`config.mk`:
```
export PLATFORM = sky130hd
export DESIGN_NAME = mem_port_master
export DESIGN_NICKNAME = d
export VERILOG_FILES = /design/src/rtl/mem_port_master.sv
export SDC_FILE = /design/constraint.sdc
export NUM_CORES = 1
export LEC_CHECK = 0
export CAP_MARGIN = 5
export CORE_MARGIN = 3
export CORE_UTILIZATION = 40
export CTS_CLUSTER_SIZE = 14
export DETAILED_ROUTE_END_ITERATION = 10
export GPL_TIMING_DRIVEN = 0
export HOLD_SLACK_MARGIN = 0.12
export PLACE_DENSITY = 0.82
export SLEW_MARGIN = 25
export SYNTH_ARGS = -nofsm -noshare
export SYNTH_HDL_FRONTEND = slang
export SYNTH_SLANG_ARGS = --single-unit
```
`constraint.sdc`:
```
create_clock -name clk -period 1.7 [get_ports clk]
set_clock_uncertainty 0.1 [all_clocks]
set_input_delay 0.255 -clock clk [delete_from_list [all_inputs] [get_ports clk]]
set_output_delay 0.255 -clock clk [all_outputs]
set_load 0.005 [all_outputs]
```
`src/rtl/mem_port_master.sv`:
```
// Initiator for the 32 x 16 word-memory port: one access at a time, SETUP/STROBE/DONE
// sequencing so every access presents a clean low-to-high strobe edge to the memory.
module mem_port_master #(
    parameter int unsigned AW = 5,
    parameter int unsigned DW = 16
) (
    input  logic          clk,
    input  logic          rst_n,
    input  logic          req_valid,
    output logic          req_ready,
    input  logic          req_we,
    input  logic [AW-1:0] req_addr,
    input  logic [DW-1:0] req_wdata,
    output logic          resp_valid,
    output logic          resp_we,
    output logic [DW-1:0] resp_rdata,
    output logic [AW-1:0] mem_address,
    output logic          mem_rd,
    output logic          mem_wr,
    output logic [DW-1:0] mem_in,
    input  logic [DW-1:0] mem_out
);

    typedef enum logic [1:0] {
        IDLE   = 2'd0,
        SETUP  = 2'd1,
        STROBE = 2'd2,
        DONE   = 2'd3
    } state_t;

    state_t        state, state_d;
    logic          we, we_d;
    logic [AW-1:0] addr_d;
    logic [DW-1:0] wdata_d;
    logic [DW-1:0] rdata_d;
    logic          ready_d;
    logic          rd_d;
    logic          wr_d;
    logic          valid_d;
    logic          resp_we_d;

    // State and all outputs registered; output values are decoded from the next state
    always_ff @(posedge clk) begin
        if (!rst_n) begin
            state       <= IDLE;
            we          <= 1'b0;
            mem_address <= '0;
            mem_in      <= '0;
            resp_rdata  <= '0;
            req_ready   <= 1'b1;
            mem_rd      <= 1'b0;
            mem_wr      <= 1'b0;
            resp_valid  <= 1'b0;
            resp_we     <= 1'b0;
        end else begin
            state       <= state_d;
            we          <= we_d;
            mem_address <= addr_d;
            mem_in      <= wdata_d;
            resp_rdata  <= rdata_d;
            req_ready   <= ready_d;
            mem_rd      <= rd_d;
            mem_wr      <= wr_d;
            resp_valid  <= valid_d;
            resp_we     <= resp_we_d;
        end
    end

    // Next-state, request capture and read-data capture
    always_comb begin
        state_d = state;
        we_d    = we;
        addr_d  = mem_address;
        wdata_d = mem_in;
        rdata_d = resp_rdata;

        case (state)
            IDLE: begin
                if (req_valid && req_ready) begin
                    we_d    = req_we;
                    addr_d  = req_addr;
                    wdata_d = req_wdata;
                    state_d = SETUP;
                end
            end
            SETUP:  state_d = STROBE;
            STROBE: begin
                // mem_out is only valid while mem_rd is high, i.e. during this state
                if (!we) begin
                    rdata_d = mem_out;
                end
                state_d = DONE;
            end
            DONE:    state_d = IDLE;
            default: state_d = IDLE;
        endcase

        ready_d   = (state_d == IDLE);
        rd_d      = (state_d == STROBE) && !we_d;
        wr_d      = (state_d == STROBE) && we_d;
        valid_d   = (state_d == DONE);
        resp_we_d = (state_d == DONE) && we_d;
    end

endmodule

```
Yosys cells after proc, flatten, opt, wreduce, memory -nomap -nowiden
Cells that the tools add are included.

operators by class
  bitwise operators = 1
  muxes and demuxes = 4
  reductions and logical operators = 9
  eq/ne operators = 5

operator list
  operator                                                         count
  2-bit == test, second input constant                             4
  2-bit case mux with 4 select lines                               1
  1-bit logical AND                                                4
  2-bit logical NOT                                                2
  2-bit AND reduction                                              2
  2-bit by 1-bit == test with 1-bit output, second input constant  1
  1-bit 2-to-1 mux                                                 2
  2-bit 2-to-1 mux                                                 1
  1-bit logical NOT                                                1
  1-bit inverter                                                   1

storage, ports and cells
  bits in registers = 45
  input bits = 41
  logic and storage cells = 29
  output and inout port bits = 42

Longest topological paths before layout
  depth after elaboration = 5
  mapped depth = 7
  gate-level depth less buffers = 5

Worst setup path before layout
OpenSTA, ideal clock, no wires.

  kind = flip-flop to flip-flop
  start = register state[0]
  end = register resp_rdata[11]
  cell stages (with the launch flop) = 8
  setup time = 0.118 ns
  buffers on the path = 2
  data arrival time = 1.131 ns
  slack = 0.350 ns
  data required time = 1.482 ns
  period minus slack after synthesis = 1.350 ns
  cell sequence = dfxtp_1 -> inv_1 -> ha_1 -> nor2b_1 -> buf_4 -> buf_4 -> nand2_1 -> a21boi_2

on the way
  longest elaborated chain between the ends = 2

RTL lines
  item                           RTL line  RTL
  start: declaration             31        state_t state, state_d;
  start signal: assignment       56        state <= state_d;
  2-bit == test                  77        case (state)
  2-bit AND reduction (no line)  -
  end signal: assignment         60        resp_rdata <= rdata_d;
  end: declaration               16        output logic [DW-1:0] resp_rdata,

No other way between the ends.
A chain may end at the register's enable or synchronous reset.

Worst setup path after layout
  start = register req_ready
  end = output req_ready

RTL lines
  item                      RTL line  RTL
  start: declaration        10        output logic req_ready,
  start signal: assignment  61        req_ready <= ready_d;

No word-level cell between the ends.

==> impl_metrics.py <==
metrics = {
    "status": {
        "run_status": "complete, no violations",
    },
    "floorplan": {
        "placement_rows": 23,
        "start_util": 0.420,
        "die_w_um": 71.0,
        "fp.dieH_um": 71.0,
        "design.portCount": 83,
        "core_region_area_sq_um": 4030,
        "design.die.area_sq_um": 5040,
    },
    "grt": {
        "antenna_found_initial": 0,
        "grt_use_total": 0.173,
        "grt.overflow.total": 0,
        "grt_pass1_vias": 1469,
        "grt_start_max_net_pins": 15,
        "grt_first_pass_wirelength_um": 6820,
    },
    "pwr": {
        "power.ir.vdd_worst_v": 0.000637,
        "total_power_density_per_cell_area_nw_per_um2": 1290,
        "total_leakage_power_nw": 0.988,
    },
    "sta": {
        "grt_setup_unrepaired": "no",
        "report.final.hold_viol_count": 0,
        "setup_viol_count_final": 0,
        "drv_slew": 0,
        "final_min_period_over_clock_period": 0.911,
        "clock.fmax_ghz": 0.645,
        "finalSetupTns_ns": 0,
        "period_needed_ns": 1.55,
        "slew-limit-headroom": 0.712,
        "tightest_slew_ns": 0.431,
        "setup_slack_ns": 0.151,
    },
    "critical_path": {
        "critical_path.max_fanout": 3,
        "sort_of_element_at_the_end_of_the_critical_path": "output port",
        "max_stage_delay_ns": 0.52,
        "path_cells": "clkdlybuf4s50_1",
        "cp-start-kind": "flop",
        "critical_path_arrival_ns": 1.19,
        "path_class": "reg2out",
        "worst_path_bufs_invs": 1,
        "timing.critical_path.required_ns": 1.34,
        "timing.critical_path.max_delay_family": "buffers and inverters",
        "critical_path.slowest_cell": "clkdlybuf4s50_1",
    },
    "detailed_routing": {
        "drt_pass1_iterations": 4,
        "avgViaCountPerCell": 4.79,
        "post-route-drc-count": 0,
        "total_wire_length_after_detailed_routing_um": 4130,
        "ant_nets": 0,
        "first_iter_violations": 57,
        "routed_wire_length_per_instance_um": 12.5,
        "detailroute.via_count": 1585,
    },
    "layout": {
        "design.final.nets": 324,
        "multi_input_area_sq_um": 704,
        "regArea_sq_um": 901,
        "syn2layout_area_growth_pct": 58.8,
        "layout-drive-gt1-share": 0.107,
        "most-common-layout-cells": "clkdlybuf4s50_1, nand2_1, dfxtp_1, o21ai_0, nand3_1",
        "layout_commonest_cell": "clkdlybuf4s50_1",
        "n_diodes": 0,
        "filler_cell_count": 362,
        "finish.utilization": 0.666,
        "final_area_sq_um": 2690,
    },
    "yosys": {
        "postSynthAreaPerCell_sq_um": 8.80,
        "yosysSeqAreaShare": 0.533,
        "mappedNetlistNets": 236,
        "synthesis.instances": 192,
        "synth.yosys.warnings": 0,
        "netlist-cell-type-count": 20,
        "syn_area_sq_um": 1690,
        "synth-seq-cells": 45,
    },
    "clock_tree": {
        "cts.sinks": 45,
        "htreeDepth": 2,
        "clock_input_transition_at_the_sequential_cells_of_the_worst_setup_and_hold_paths_ns": 0.08,
        "numCtsBuffers": 5,
        "cts_root_buf": "clkbuf_8",
        "hold_buffers": 0,
        "cts_buffer_depth": 2,
        "clock_insertion_delay_worst_skew_ns": 0.30,
        "cts_tree": "yes",
    },
    "placement": {
        "gpl.final_weighted_congestion": 0.767,
        "dp_hpwl_um": 3060,
        "post-place-ws_ns": 0.0138,
        "dpl_cell_area_sq_um": 2560,
        "port_buffers": 81,
    },
    "worst_hold_path": {
        "hold_path_class": "in2reg",
    },
    "job": {
        "timing.max_cap.violations": 0,
    },
}
-- synth_stat cells --
cell | number | area [sq um]
nand2_1 | 54 | 203
a21boi_0 | 6 | 45.0
nand2b_1 | 1 | 6.26
a21oi_1 | 2 | 10.0
nand3_1 | 21 | 105
dfxtp_1 | 45 | 901
buf_2 | 4 | 20.0
and2_1 | 3 | 18.8
nor2b_1 | 3 | 18.8
clkbuf_2 | 1 | 5.00
o21ai_0 | 22 | 110
clkbuf_1 | 6 | 22.5
buf_4 | 4 | 30.0
and3_1 | 1 | 6.26
nand3_2 | 1 | 10.0
nor2_1 | 2 | 7.51
mux2i_2 | 1 | 13.8
ha_1 | 3 | 37.5
inv_1 | 2 | 7.51
a21boi_2 | 10 | 113
-- power by group --
group | internal, mW | switching [mW]
clock network | 0.478 | 0.353
registers | 1.29 | 0.121
logic | 0.676 | 0.551
total | 2.45 | 1.03
-- state kept, by name, summed over array words and instances (netlist names) --
register	flops
mem_rd	1
req_ready	1
resp_valid	1
mem_address	5
resp_we	1
state	2
resp_rdata	16
we	1
mem_in	16
mem_wr	1
-- worst paths after layout --
kind                  start              to  slack [ns]  depth (start not counted)
max               req_ready       req_ready        0.15                          1
min                   rst_n      resp_valid        0.19                          2
min reg2reg  resp_rdata[15]  resp_rdata[15]        0.36                          2
max reg2reg        state[0]   resp_rdata[6]        0.17                          7
-- layer usage --
layer	vias up	part of all wire	global-route usage
met5	-	0	0
met4	0	0.018	0.0710
met3	9	0.098	0.0810
li1	805	-	-
met1	702	0.44	0.208
met2	69	0.45	0.267
-- layout make-up --
| type | count | area share |
|---|---|---|
| Clock inverter | 2 | 0.0140 |
| Buffer | 15 | 0.0294 |
| Inverter | 2 | 0.00280 |
| Timing Repair Buffer | 81 | 0.302 |
| Clock buffer | 6 | 0.0308 |
| Sequential cell | 45 | 0.336 |
| Tap cell | 50 | 0.0233 |
| Multi-Input combinational cell | 130 | 0.262 |
-- worst reg2reg max path: cells and delay by family, from the launching register on --
family | cells | cell delay (ns)
buffers and inverters | 3 | 0.45
and+or+nand+nor | 2 | 0.18
AOI/OAI and AO/OA | 1 | 0.14
DFF | 1 | 0.37
adders and majority gates | 1 | 0.24
-- per-stage QoR --
step	power, mW	hold WS (ns)	instances
6_report	3.47	0.187	331
5_1_grt	3.72	0.186	331
4_1_cts	3.53	0.180	331
3_5_place_dp	2.68	0.356	323
3_3_place_gp	2.64	0.350	323
2_1_floorplan	2.01	0.295	192
-- logic make-up after synthesis --
| family | after synthesis | synth area share |
|---|---|---|
| mux | 1 | 0.00814 |
| compound gates | 40 | 0.164 |
| flops | 45 | 0.533 |
| simple gates | 86 | 0.222 |
| fa+ha+maj | 3 | 0.0222 |
| buf+inv | 17 | 0.0503 |
-- timing repair --
item                       4_1_cts  5_1_grt
setup endpoints to repair        0        7
resized for setup                0        2
setup buffers                    0        0
No activity file was read; power rests on OpenSTA's default activity.
